## config.mk

```make
export PLATFORM = sky130hd
export DESIGN_NAME = usr_ser_ctrl_flat
export DESIGN_NICKNAME = d
export VERILOG_FILES = /design/src/rtl/usr_ser_ctrl_if.sv /design/src/rtl/usr_ser_ctrl.sv /design/src/flat_wrapper.sv
export SDC_FILE = /design/constraint.sdc
export NUM_CORES = 1
export LEC_CHECK = 0
export CAP_MARGIN = 30
export CORE_ASPECT_RATIO = 0.75
export CORE_MARGIN = 10
export CORE_UTILIZATION = 35
export DETAILED_ROUTE_END_ITERATION = 10
export DONT_BUFFER_PORTS = 1
export SLEW_MARGIN = 15
export SYNTH_ARGS = -nofsm -noshare
export SYNTH_HDL_FRONTEND = slang
export SYNTH_SLANG_ARGS = --single-unit
```

## constraint.sdc

```tcl
create_clock -name clk -period 3.04 [get_ports clk]
set_clock_uncertainty 0.05 [all_clocks]
set_input_delay 0.456 -clock clk [delete_from_list [all_inputs] [get_ports clk]]
set_output_delay 0.456 -clock clk [all_outputs]
set_load 0.005 [all_outputs]
```

## src/rtl/usr_ser_ctrl_if.sv

```systemverilog
// Requester / shift-register side signals of the usr_ser_ctrl sequencer.
// The master drives requests and the register end bits; the slave is the controller.
interface usr_ser_ctrl_if #(
  parameter int DW = 16
);
  logic          start;
  logic          stop;
  logic          dir;
  logic [DW-1:0] div;
  logic          fill;
  logic          usr_msb;
  logic          usr_lsb;
  logic [1:0]    sel;
  logic          dbit;
  logic          ser_out;
  logic          busy;
  logic          done;

  modport master (
    output start, stop, dir, div, fill, usr_msb, usr_lsb,
    input  sel, dbit, ser_out, busy, done
  );

  modport slave (
    input  start, stop, dir, div, fill, usr_msb, usr_lsb,
    output sel, dbit, ser_out, busy, done
  );
endinterface

```

## src/rtl/usr_ser_ctrl.sv

```systemverilog
// Load-then-shift-out sequencer for an N-bit universal shift register.
// Define USR_SER_CTRL_ROT_EN to feed the outgoing bit back in (rotate) instead of fill.
//
// state | meaning
// IDLE  | waiting for start, register held
// LOAD  | sel=01, register captures parallel data on the next edge
// BIT   | sel=00, hold the current bit for div_l cycles
// SHIFT | sel=10/11, advance the register by one bit
// DONE  | one-cycle done pulse
module usr_ser_ctrl #(
  parameter int N  = 8,
  parameter int DW = 16
) (
  input  logic         clk,
  input  logic         clr,
  usr_ser_ctrl_if.slave bus
);
  localparam int BW = $clog2(N);
  localparam logic [BW-1:0] LAST = BW'(N - 1);

  typedef enum logic [2:0] {IDLE, LOAD, BIT, SHIFT, DONE} state_t;

  state_t        state, nxt;
  logic          dir_l;
  logic [DW-1:0] div_l;
  logic [DW-1:0] div_cnt;
  logic [BW-1:0] bit_cnt;
  logic [1:0]    sel;
  logic          busy, done;
  logic          src_bit;

  always_ff @(posedge clk or posedge clr) begin
    if (clr) state <= IDLE;
    else     state <= nxt;
  end

  always_ff @(posedge clk or posedge clr) begin
    if (clr) begin
      dir_l   <= 1'b0;
      div_l   <= DW'(1);
      div_cnt <= '0;
      bit_cnt <= '0;
    end else begin
      if (state == IDLE && bus.start && !bus.stop) begin
        dir_l <= bus.dir;
        div_l <= (bus.div == '0) ? DW'(1) : bus.div;
      end
      if (bus.stop || state == LOAD || state == SHIFT) div_cnt <= '0;
      else if (state == BIT)                           div_cnt <= div_cnt + DW'(1);
      if (bus.stop || state == LOAD) bit_cnt <= '0;
      else if (state == SHIFT)       bit_cnt <= bit_cnt + BW'(1);
    end
  end

  always_comb begin
    nxt  = state;
    sel  = 2'b00;
    busy = 1'b0;
    done = 1'b0;
    case (state)
      IDLE:  if (bus.start) nxt = LOAD;
      LOAD: begin
        sel  = 2'b01;
        busy = 1'b1;
        nxt  = BIT;
      end
      BIT: begin
        busy = 1'b1;
        if (div_cnt == div_l - DW'(1)) nxt = SHIFT;
      end
      SHIFT: begin
        sel  = {1'b1, dir_l};
        busy = 1'b1;
        nxt  = (bit_cnt == LAST) ? DONE : BIT;
      end
      DONE: begin
        done = 1'b1;
        nxt  = IDLE;
      end
      default: nxt = IDLE;
    endcase
    // abort wins over everything, including a start seen in IDLE
    if (bus.stop) nxt = IDLE;
  end

  assign src_bit     = dir_l ? bus.usr_lsb : bus.usr_msb;
  assign bus.sel     = sel;
  assign bus.busy    = busy;
  assign bus.done    = done;
  assign bus.ser_out = (state == BIT || state == SHIFT) ? src_bit : 1'b0;
`ifdef USR_SER_CTRL_ROT_EN
  assign bus.dbit    = src_bit;
`else
  assign bus.dbit    = bus.fill;
`endif
endmodule

```

## src/flat_wrapper.sv

```systemverilog
// flat-port wrapper written by rule: the top's interface ports become plain ports
module usr_ser_ctrl_flat 
#(
  parameter int N  = 8,
  parameter int DW = 16
)
  (clk, clr, bus_start, bus_stop, bus_dir, bus_div, bus_fill, bus_usr_msb, bus_usr_lsb, bus_sel, bus_dbit, bus_ser_out, bus_busy, bus_done);
  usr_ser_ctrl_if #(.DW(DW)) bus_i ();
  input  logic clk;
  input  logic clr;
  input wire logic [$bits(bus_i.start)-1:0] bus_start;
  input wire logic [$bits(bus_i.stop)-1:0] bus_stop;
  input wire logic [$bits(bus_i.dir)-1:0] bus_dir;
  input wire logic [$bits(bus_i.div)-1:0] bus_div;
  input wire logic [$bits(bus_i.fill)-1:0] bus_fill;
  input wire logic [$bits(bus_i.usr_msb)-1:0] bus_usr_msb;
  input wire logic [$bits(bus_i.usr_lsb)-1:0] bus_usr_lsb;
  output wire logic [$bits(bus_i.sel)-1:0] bus_sel;
  output wire logic [$bits(bus_i.dbit)-1:0] bus_dbit;
  output wire logic [$bits(bus_i.ser_out)-1:0] bus_ser_out;
  output wire logic [$bits(bus_i.busy)-1:0] bus_busy;
  output wire logic [$bits(bus_i.done)-1:0] bus_done;
  assign bus_i.start = bus_start;
  assign bus_i.stop = bus_stop;
  assign bus_i.dir = bus_dir;
  assign bus_i.div = bus_div;
  assign bus_i.fill = bus_fill;
  assign bus_i.usr_msb = bus_usr_msb;
  assign bus_i.usr_lsb = bus_usr_lsb;
  assign bus_sel = bus_i.sel;
  assign bus_dbit = bus_i.dbit;
  assign bus_ser_out = bus_i.ser_out;
  assign bus_busy = bus_i.busy;
  assign bus_done = bus_i.done;
  usr_ser_ctrl #(.N(N), .DW(DW)) u_core (.clk(clk), .clr(clr), .bus(bus_i));
endmodule
```

==> impl_metrics.ini <==
[drt]
viasPerCell = 5.47
drt_wl_total_um = 5100
dr.pass1.iters = 4
drc = 0
vias = 1746
avgRoutedWirePerCell_um = 16.0
drt-initial-drc-count = 83
postRouteAntennaNets = 0

[placed_design]
gp_congestion = 0.821
hpwl_um = 4010
dpl_cell_area_um2 = 2440
place_inst = 311
port_buffers = 0

[timing]
period_share_pct = 75.7
final-hold-violation-count = 0
final.min_clock_period_ps = 2300
worst_pin_slew_ps = 826
max-slew-margin-rel_pct = 44.9
finalSetupTns_ps = 0
final_max_slew_viol_count = 0
rsz0062_at_grt = false
setup_violations = 0
fin_hold_ws_ps = 164
timing.fmax_mhz = 435

[worst_setup_path]
r2r-start = u_core.div_l[0]
slowest_stage = dfstp_2
worstPathMaxFanout = 6
cp.required_ps = 3210
reg2reg_slack_ps = 740
crit_arrival_ps = 2470
setup.worst_path.end = u_core.state[0]
slowest_delay_ps = 590
critical_path.cell_chain = inv_1 -> ha_1 -> xor2_1 -> nand2_1 -> or4_1 -> nor4_1 -> o2111ai_1 -> o21ai_1
rr_endpoint = u_core.state[0]
worstSetupEndpointType = register
startpoint = u_core.div_l[0]
r2r_cells = 8
start_kind = register
crit_type = register to register

[clock_network]
cts_setup_buffers = 0
cts.repair.resized = 0
cts_root_buffer = clkbuf_8
cts.clk_slew.worst_paths_ps = 80
ctsHoldBuffers = 0
clock-sinks = 39
cts_buffer_depth = 2
cts-htree-levels = 2
tritoncts = done
clkLatencyLatePin_ps = 290
cts_buffers = 5

[synth]
synthMuxAreaShare_pct = 9.84
synth_flop_cell = dfrtp_1
ys_ff_latch = 39
synth_cells = 236
ys_seq_area_share_pct = 41.3
syn_area_um2 = 2370
synth-xor-area-share_pct = 11.8
synth_nets = 264
yosys.area_share.simple_pct = 21.8
synthArstFlopShare_pct = 100
ys_types = 51
synth_edf_count = 0
ys_warn_count = 0
synth_top_family_by_area = simple AND/OR/NAND/NOR gates
synth_area_per_cell_um2 = 10.0
synth_compound_area_share_pct = 10.0
synth-adder-area-share_pct = 2.12

[cells_and_area]
n_antenna_cell = 0
final_cells = 319
final_layout_size_suffix_gt1_share_pct = 16.0
seqCellArea_um2 = 977
area_growth_pct = 7.40
fin_area_um2 = 2540
multi_input_area_um2 = 1320
layout.nets = 265
n_fill_cell = 656
utilization_pct = 39.4

[grt]
antenna_found_initial = 0
grt_max_degree = 23
grt_pass1_wl_um = 8980
grt_util_all_layers_pct = 10.4
gr-total-overflow = 0
grt_pass1_vias = 1770

[pwr]
power_density_nw_per_um2 = 514
vdd_drop_max_mv = 0.409
p_leak_nw = 1.01

[floorplan]
coreArea_um2 = 6440
die_area_um2 = 10500
ioPinCount = 30
rows = 25
dieWidth_um = 115
die_h_um = 91.2
start_util_pct = 36.7

[status]
status = finished clean

[min_path]
hp-class = input pin to async pin

[job]
cap_violations = 0
[state kept, by name, indices dropped and copies added, names as in the netlist]
name and flops:
u_core.div_cnt 16, u_core.div_l 16, u_core.bit_cnt 3, u_core.state 3
u_core.dir_l 1
[kinds of logic (layout without fill, tap and decap cells)]
logic type      Yosys count  count (layout)
compound gates           34              34
xor+xnor                 32              32
fa+ha+maj                 4               4
buf+inv                  16              18
flops                    39              39
mux                      21              21
simple gates             90              90
[how the worst min path moves through the flow]
stage	from	endpoint	slack, ps
after floorplan	u_core.bit_cnt[1]	u_core.bit_cnt[1]	430
after global placement	u_core.bit_cnt[1]	u_core.bit_cnt[1]	450
after detailed placement	u_core.bit_cnt[2]	u_core.bit_cnt[2]	450
after CTS	clr	u_core.div_l[6]	190
after global routing	clr	u_core.div_l[7]	230
final	clr	u_core.div_l[6]	160
[cells in the final DEF (no fill, tap or decap), types with 3 or more instances in the layout]
cell | synthesis | layout
a21oi_1 | 8 | 8
nor2b_1 | 3 | 3
ha_1 | 4 | 4
clkbuf_8 | 0 | 7
inv_1 | 8 | 8
nor2_1 | 24 | 24
or4_1 | 3 | 3
xor2_1 | 11 | 11
nor3_1 | 6 | 6
nand2_1 | 10 | 10
and3_1 | 3 | 3
xnor2_1 | 21 | 21
mux2i_1 | 3 | 3
and4_1 | 3 | 3
nor4_1 | 9 | 9
dfrtp_1 | 38 | 38
o21ai_0 | 4 | 4
mux2_2 | 18 | 18
and2_1 | 4 | 4
nand4_1 | 3 | 3
nand3_1 | 8 | 8
a31oi_1 | 3 | 3
[area by class of cell]
cell class              instances  share of cell area [%]
inverters                       8                    1.18
well taps                      81                    3.99
multi-input cells             181                    51.8
clock buffers                   8                    3.94
flip-flops and latches         39                    38.5
repair buffers                  2                   0.591
[metrics by stage]
step	worst slack (ps)	total power, mW
6_report	739	1.31
3_5_place_dp	750	0.928
2_1_floorplan	932	0.871
4_1_cts	738	1.32
5_1_grt	602	1.39
3_3_place_gp	834	0.923
[synthesized netlist by cell type (3+ instances only)]
library cell | count | area [um2]
dfrtp_1 | 38 | 951
nor2_1 | 24 | 90.1
xnor2_1 | 21 | 184
mux2_2 | 18 | 203
xor2_1 | 11 | 96.3
nand2_1 | 10 | 37.5
nor4_1 | 9 | 56.3
a21oi_1 | 8 | 40.0
inv_1 | 8 | 30.0
nand3_1 | 8 | 40.0
clkbuf_1 | 6 | 22.5
nor3_1 | 6 | 30.0
and2_1 | 4 | 25.0
ha_1 | 4 | 50.1
o21ai_0 | 4 | 20.0
a31oi_1 | 3 | 18.8
and3_1 | 3 | 18.8
and4_1 | 3 | 26.3
mux2i_1 | 3 | 30.0
nand4_1 | 3 | 18.8
nor2b_1 | 3 | 18.8
or4_1 | 3 | 22.5
[where the power goes]
group | internal (mW) | switching [mW] | leakage [nW]
clock | 0.207 | 0.179 | 0.0515
combinational | 0.133 | 0.123 | 0.453
sequential | 0.573 | 0.0914 | 0.504
[critical path: cells and delay by family (launching register included)]
kind / cells / cell delay [ps]
buffers and inverters: 1 / 80
xor gates and xnor gates: 1 / 130
and+or+nand+nor: 3 / 790
DFF: 1 / 590
adders and majority gates: 1 / 300
AOI/OAI and AO/OA: 2 / 280
[metal layers]
layer,vias up,track usage [%],part of all wire [%]
met5,-,0,0
met4,0,2.06,0.22
met3,2,3.75,7.1
met2,46,14.7,43
met1,846,14.6,49
li1,852,-,-
(Power assumes the default switching activity.)
